==> src/rtl/twiddle_pkg.sv <==
// Shared types and elaboration-time helpers for the FFT twiddle source.
package twiddle_pkg;

  localparam int  TW_W = 16;
  localparam real PI   = 3.14159265358979323846;

  // Container for one twiddle at the default word width.
  typedef struct packed {
    logic signed [TW_W-1:0] re;
    logic signed [TW_W-1:0] im;
  } twiddle_t;

  function automatic int log2n(input int n);
    return $clog2(n);
  endfunction

  // Q[i] = round(cos(2*pi*i/n) * 2^frac_w). All entries are non-negative,
  // so rounding is a plain +0.5 and truncate.
  function automatic int quarter_entry(input int n, input int frac_w, input int i);
    real v;
    v = $cos(2.0 * PI * real'(i) / real'(n)) * real'(1 << frac_w);
    return $rtoi(v + 0.5);
  endfunction

endpackage

==> src/rtl/twiddle_quarter_rom.sv <==
// Quarter-wave cosine table, N/4+1 entries, two registered read ports.
module twiddle_quarter_rom
  import twiddle_pkg::*;
#(
  parameter int  N_POINTS = 64,
  parameter int  DATA_W   = 16,
  parameter int  FRAC_W   = 14,
  localparam int DEPTH    = N_POINTS / 4 + 1,
  localparam int ADDR_W   = $clog2(DEPTH)
) (
  input  logic                     clock,
  input  logic                     reset,
  input  logic                     enable,
  input  logic [ADDR_W-1:0]        addr_a,
  input  logic [ADDR_W-1:0]        addr_b,
  output logic signed [DATA_W-1:0] data_a,
  output logic signed [DATA_W-1:0] data_b
);

  logic signed [DATA_W-1:0] table_q [DEPTH];

  for (genvar i = 0; i < DEPTH; i++) begin : g_table
    localparam int VALUE = quarter_entry(N_POINTS, FRAC_W, i);
    assign table_q[i] = DATA_W'(VALUE);
  end

  // enable low freezes both ports so a stalled pipeline keeps its read data.
  always_ff @(posedge clock or posedge reset) begin
    if (reset) begin
      data_a <= '0;
      data_b <= '0;
    end else if (enable) begin
      data_a <= table_q[addr_a];
      data_b <= table_q[addr_b];
    end
  end

endmodule

==> src/rtl/twiddle_sequencer.sv <==
// Emits the radix-2 twiddle sequence of one FFT stage as a ready/valid stream
// through a 3-stage pipeline: counter/k mapping, table read, mirror/sign.
module twiddle_sequencer
  import twiddle_pkg::*;
#(
  parameter int  N_POINTS = 64,
  parameter int  DATA_W   = 16,
  parameter int  FRAC_W   = 14,
  localparam int LOG2N    = log2n(N_POINTS),
  localparam int STAGE_W  = $clog2(LOG2N),
  localparam int IDX_W    = LOG2N - 1
) (
  input  logic                     clock,
  input  logic                     reset,
  input  logic                     start,
  input  logic [STAGE_W-1:0]       stage,
  input  logic                     inverse,
  output logic                     busy,
  output logic                     out_valid,
  input  logic                     out_ready,
  output logic signed [DATA_W-1:0] out_real,
  output logic signed [DATA_W-1:0] out_imag,
  output logic [IDX_W-1:0]         out_index,
  output logic                     out_last
);

  localparam logic [IDX_W-1:0] QUARTER = IDX_W'(N_POINTS / 4);

  // Stream handshake: a word transfers on a rising edge where out_valid and
  // out_ready are both 1; while out_valid=1 and out_ready=0 every pipeline
  // stage holds, so the output word is stable until it is taken.
  logic advance;
  logic accept;
  logic issue;
  logic [IDX_W-1:0]   count;
  logic [STAGE_W-1:0] stage_q;
  logic               inverse_q;

  logic [IDX_W-1:0] mask, k, m, cos_addr, sin_addr;
  logic             mirror;

  logic             v0, last0, neg0;
  logic [IDX_W-1:0] idx0, cos_addr_q, sin_addr_q;
  logic             v1, last1, neg1;
  logic [IDX_W-1:0] idx1;
  logic signed [DATA_W-1:0] cos_d, sin_d;

  assign advance = !out_valid || out_ready;
  assign accept  = start && !busy && (int'(stage) < LOG2N);

  // k = (b mod 2^stage) << (LOG2N-1-stage); the top bit of k selects the
  // second quadrant, where cos is mirrored and negated.
  always_comb begin
    mask     = '0;
    k        = '0;
    m        = '0;
    mirror   = 1'b0;
    cos_addr = '0;
    sin_addr = '0;
    mask     = IDX_W'((32'd1 << stage_q) - 32'd1);
    k        = (count & mask) << (STAGE_W'(IDX_W) - stage_q);
    mirror   = k[IDX_W-1];
    m        = {1'b0, k[IDX_W-2:0]};
    cos_addr = mirror ? QUARTER - m : k;
    sin_addr = mirror ? m : QUARTER - k;
  end

  twiddle_quarter_rom #(
    .N_POINTS(N_POINTS),
    .DATA_W  (DATA_W),
    .FRAC_W  (FRAC_W)
  ) u_rom (
    .clock (clock),
    .reset (reset),
    .enable(advance),
    .addr_a(cos_addr_q),
    .addr_b(sin_addr_q),
    .data_a(cos_d),
    .data_b(sin_d)
  );

  always_ff @(posedge clock or posedge reset) begin
    if (reset) begin
      busy       <= 1'b0;
      issue      <= 1'b0;
      count      <= '0;
      stage_q    <= '0;
      inverse_q  <= 1'b0;
      v0         <= 1'b0;
      last0      <= 1'b0;
      neg0       <= 1'b0;
      idx0       <= '0;
      cos_addr_q <= '0;
      sin_addr_q <= '0;
      v1         <= 1'b0;
      last1      <= 1'b0;
      neg1       <= 1'b0;
      idx1       <= '0;
      out_valid  <= 1'b0;
      out_real   <= '0;
      out_imag   <= '0;
      out_index  <= '0;
      out_last   <= 1'b0;
    end else begin
      if (out_valid && out_ready && out_last) busy <= 1'b0;
      if (advance) begin
        if (issue) begin
          count <= count + 1'b1;
          if (count == '1) issue <= 1'b0;
        end
        v0         <= issue;
        idx0       <= count;
        last0      <= (count == '1);
        neg0       <= mirror;
        cos_addr_q <= cos_addr;
        sin_addr_q <= sin_addr;
        v1         <= v0;
        idx1       <= idx0;
        last1      <= last0;
        neg1       <= neg0;
        out_valid  <= v1;
        out_index  <= v1 ? idx1 : '0;
        out_last   <= v1 && last1;
        out_real   <= !v1 ? '0 : (neg1 ? -cos_d : cos_d);
        out_imag   <= !v1 ? '0 : (inverse_q ? sin_d : -sin_d);
      end
      if (accept) begin
        busy      <= 1'b1;
        issue     <= 1'b1;
        count     <= '0;
        stage_q   <= stage;
        inverse_q <= inverse;
      end
    end
  end

endmodule

==> config.mk <==
export PLATFORM = sky130hd
export DESIGN_NAME = twiddle_sequencer
export DESIGN_NICKNAME = d
export VERILOG_FILES = /design/src/rtl/twiddle_pkg.sv /design/src/rtl/twiddle_quarter_rom.sv /design/src/rtl/twiddle_sequencer.sv
export SDC_FILE = /design/constraint.sdc
export NUM_CORES = 1
export LEC_CHECK = 0
export CAP_MARGIN = 10
export CELL_PAD_IN_SITES_DETAIL_PLACEMENT = 2
export CELL_PAD_IN_SITES_GLOBAL_PLACEMENT = 2
export CORE_UTILIZATION = 33
export DETAILED_ROUTE_END_ITERATION = 10
export PLACE_DENSITY = 0.77
export SETUP_SLACK_MARGIN = 0.15
export SYNTH_ARGS = -nofsm -noshare
export SYNTH_HDL_FRONTEND = slang
export SYNTH_HIERARCHICAL = 1
export SYNTH_SLANG_ARGS = --single-unit
==> constraint.sdc <==
create_clock -name clock -period 2.85 [get_ports clock]
set_input_delay 0.285 -clock clock [delete_from_list [all_inputs] [get_ports clock]]
set_output_delay 0.285 -clock clock [all_outputs]
set_load 0.05 [all_outputs]
==> metrics.yaml <==
clock_network:
  cts_max_path_buffers: 2
  cts_buffers: 9
  ctsHtreeMaxLevel: 3
  cts_root_buf: "clkbuf_16"
  cts_sinks: 105
  clock_latency_ns: 0.36
  cts-hold-fix-buffers: 0
  cts_tree: "built"
  path_clk_slew_ns: 0.07
die:
  die_height_um: 133
  coreArea_um2: 16700
  die_area_um2: 17800
  row_count: 47
  start_util_pct: 34.1
  die_w_um: 133
  ios: 48
critical_path:
  crit_buf_inv: 2
  cp_max_fo: 9
  slowest_stage: "or4_1"
  crit_path_end_kind: "flip-flop"
  crit_family: "simple AND/OR/NAND/NOR gates"
  start_kind: "flip-flop"
  slowest_delay_ns: 0.51
  worst_ep_arrival_time_ns: 2.78
  cp.required_ns: 3.09
  rr_startpoint: "stage_q[2]$_DFFE_PP0P_"
  rrSetupSlack_ns: 0.31
  worstPathCellList: "inv_1 -> ha_2 -> nor2b_1 -> a21boi_1 -> inv_1 -> ha_1 -> or4_1 -> and3_1"
  crit_path_start: "stage_q[2]$_DFFE_PP0P_"
  crit_type: "flip-flop to flip-flop"
  cpMostUsedCell: "inv_1"
pwr:
  clock_power_share_pct: 14.4
  power_frac_seq_pct: 34.0
  ir_drop_mv: 0.392
  p_per_area_nw_per_um2: 1250
  p_sw_share_pct: 47.4
  leakage_nw: 2.89
  pwr-share-comb_pct: 51.5
  power_mw: 8.30
  switching_power_mw: 3.94
  internal_power_mw: 4.36
detailed_routing:
  drtAntennaViolNets: 0
  finalWirelength_um: 16200
  drt_iter0_markers: 192
  drt_pre_antenna_iters: 5
  vias: 4489
  routed_via_density: 5.21
  wire_per_inst_um: 18.9
  drcViolationCount: 0
placed_design:
  dp.cells: 845
  gp_congestion: 0.786
  place_ws_ns: 0.220
  hpwl_um: 11600
  port_buffers: 47
global_routing:
  grt_pass1_wl_um: 27500
  grt.overflow.total: 0
  grt_max_degree: 73
  grt_use_total_pct: 19.7
  grt_pass1_vias: 5069
  antenna_found_initial: 0
sta:
  rsz0062_at_grt: "no"
  fmax_ghz: 0.394
  clock_skew_ns: 0.00978
  slew_violations: 0
  tns_ns: 0
  fin_crit_sh_pct: 89.0
  hold_viol_final: 0
  finalSetupViolCount: 0
  maxSlewHeadroom_pct: 48.1
  fin_ws_ns: 0.314
  min_period_ns: 2.54
  worst_pin_slew_ns: 0.776
yosys:
  syn_inst: 599
  synthXorXnorAreaFrac_pct: 4.93
  synth_cell_types: 65
  yosys.area.top_type: "dfrtp_1"
  synth_compound_area_share_pct: 17.2
  yosys.area_share.adder_pct: 5.28
  yosys.area_share.simple_pct: 18.5
  yosys_most_used_dff: "dfrtp_1"
  avgSynthCellArea_um2: 9.50
  synth_top_family_by_area: "simple AND/OR/NAND/NOR gates"
  netlist_area_um2: 5690
  synth_edf_count: 0
  async_reset_ff_share_pct: 100
  ys_ff_latch: 105
  ys_top_cells_by_area: "dfrtp_1 46%, nand2_1 7.1%, ha_1 5.3%, o21ai_0 3.8%, xnor2_1 2.8%"
  yosysWarningCount: 6
  synth_top_area_share_pct: 46.2
  yosysSeqAreaShare_pct: 46.2
  muxShareOfSynthArea_pct: 3.12
finish:
  synthToLayoutAreaGrowth_pct: 17.2
  layout.cells.non_filler: 861
  multi_input_area_um2: 2810
  final_nets: 668
  n_antenna_cell: 0
  drive_above_1_share_pct: 7.18
  regArea_um2: 2630
  filler_cell_count: 1826
flow_run:
  maxCapViolCount: 0
hold_path:
  worst_hold_path_type: "input port to async pin"
outcome:
  status: "finished clean"
[cell type report]
cell class	count	share of cell area, %
multi-input combinational	431	42.2
sequential	105	39.4
timing repair buffer	60	8.52
tap	220	4.13
clock buffer	12	3.70
inverter	29	1.63
clock inverter	4	0.432
[state kept, by name (all words and copies together), names as in the netlist, 3 cells and up]
register and flops:
cos_addr_q 5, u_rom/data_b 15, count 5, out_imag 16, u_rom/data_a 15, out_real 16
out_index 5, sin_addr_q 4, idx0 5, idx1 5, stage_q 3
[synth_stat cells, types with 2 or more instances]
| master | n |
|---|---|
| nand2_1 | 107 |
| dfrtp_1 | 105 |
| o21ai_0 | 43 |
| nor2_1 | 29 |
| inv_1 | 27 |
| ha_1 | 24 |
| clkbuf_1 | 21 |
| nand3_1 | 21 |
| xnor2_1 | 18 |
| a21oi_1 | 17 |
| nor2b_1 | 14 |
| xor2_1 | 14 |
| o31ai_1 | 13 |
| a22o_1 | 11 |
| buf_2 | 10 |
| a31oi_1 | 9 |
| o2bb2ai_1 | 9 |
| nand2b_1 | 8 |
| a32o_1 | 7 |
| nor3_1 | 6 |
| a21o_1 | 5 |
| and2_1 | 5 |
| mux2i_1 | 5 |
| nand3b_1 | 4 |
| nor3b_1 | 4 |
| o21ai_1 | 4 |
| buf_4 | 3 |
| mux2_2 | 3 |
| mux4_2 | 3 |
| o21a_1 | 3 |
| a311oi_1 | 2 |
| and3_1 | 2 |
| and4_1 | 2 |
| clkinv_1 | 2 |
| nand4b_1 | 2 |
| o21bai_1 | 2 |
| o31a_1 | 2 |
| o32ai_1 | 2 |
| o41ai_2 | 2 |
| or3_1 | 2 |
| or3b_4 | 2 |
| or4_1 | 2 |
[layer usage]
layer / part of all wire [%] / GRT usage [%] / routed length [µm]
met3: 1.6 / 2.25 / 258
met4: 2.2 / 7.64 / 360
met1: 46 / 25.1 / 7410
met5: 0 / 0 / 0
met2: 51 / 34.1 / 8210
[cells by family (layout without fill, tap and decap cells)]
group | Yosys count | in the layout
mux | 12 | 12
flops | 105 | 105
simple gates | 219 | 219
fa+ha+maj | 24 | 24
buf+inv | 64 | 105
compound gates | 142 | 142
other cells | 1 | 2
xor+xnor | 32 | 32
[power groups by stage]
| stage | clock [mW] | combinational, mW | sequential [mW] |
|---|---|---|---|
| after floorplan | 0 | 2.56 | 3.18 |
| after global placement | 0 | 4.07 | 2.80 |
| after detailed placement | 0 | 4.28 | 2.86 |
| after CTS | 1.22 | 4.34 | 2.83 |
| after global routing | 1.28 | 4.69 | 2.94 |
| final | 1.20 | 4.28 | 2.83 |
[worst reg2reg max path: stages, from the launching register on]
cell      delay, ns
dfrtp_1        0.40
inv_1          0.11
ha_2           0.44
nor2b_1        0.19
a21boi_1       0.29
inv_1          0.08
ha_1           0.23
or4_1          0.52
and3_1         0.17
[per-stage QoR]
stage | utilization (%) | instance area [µm²] | hold WS [ns]
global route | 39.9 | 6670 | 0.430
CTS | 39.9 | 6660 | 0.398
detailed placement | 38.2 | 6390 | 0.457
finish | 39.9 | 6670 | 0.381
floorplan | - | 5690 | 0.376
global placement | 38.2 | 6390 | 0.451
[worst paths after layout]
path | endpoint | depth (start not counted)
worst min-delay path | u_rom/data_a[3]$_DFFE_PP0P_ | 3
min in group clock | out_index[1]$_DFFE_PP0P_ | 2
max in group asynchronous | out_last$_DFFE_PP0P_ | 3
worst max-delay path | cos_addr_q[2]$_DFFE_PP0P_ | 8
worst min register to register | out_index[1]$_DFFE_PP0P_ | 2
worst max register to register | cos_addr_q[2]$_DFFE_PP0P_ | 8
[cell usage in the layout, fill, tap and decap left out, drive strengths merged, types with 3 or more instances in the layout]
| cell type | netlist | routed |
|---|---|---|
| nand2 | 107 | 107 |
| dfrtp | 105 | 105 |
| clkdlybuf4s50 | 0 | 47 |
| o21ai | 47 | 47 |
| nor2 | 29 | 29 |
| inv | 27 | 27 |
| ha | 24 | 24 |
| nand3 | 21 | 21 |
| xnor2 | 18 | 18 |
| a21oi | 17 | 17 |
| xor2 | 14 | 14 |
| o31ai | 14 | 14 |
| nor2b | 14 | 14 |
| buf | 14 | 13 |
| clkbuf | 21 | 12 |
| a22o | 11 | 11 |
| a31oi | 10 | 10 |
| o2bb2ai | 9 | 9 |
| nand2b | 8 | 8 |
| a32o | 7 | 7 |
| nor3 | 6 | 6 |
| mux2i | 5 | 5 |
| and2 | 5 | 5 |
| a21o | 5 | 5 |
| nand3b | 4 | 4 |
| nor3b | 4 | 4 |
| mux4 | 4 | 4 |
| clkinv | 2 | 4 |
| or3 | 4 | 4 |
| mux2 | 3 | 3 |
| o21a | 3 | 3 |
| or3b | 3 | 3 |
[timing repair]
action | CTS | global route
setup buffers | 0 | 0
endpoints found under the setup margin | 0 | 2
gates resized for setup | 0 | 2
No activity file was read; power rests on OpenSTA's default activity.
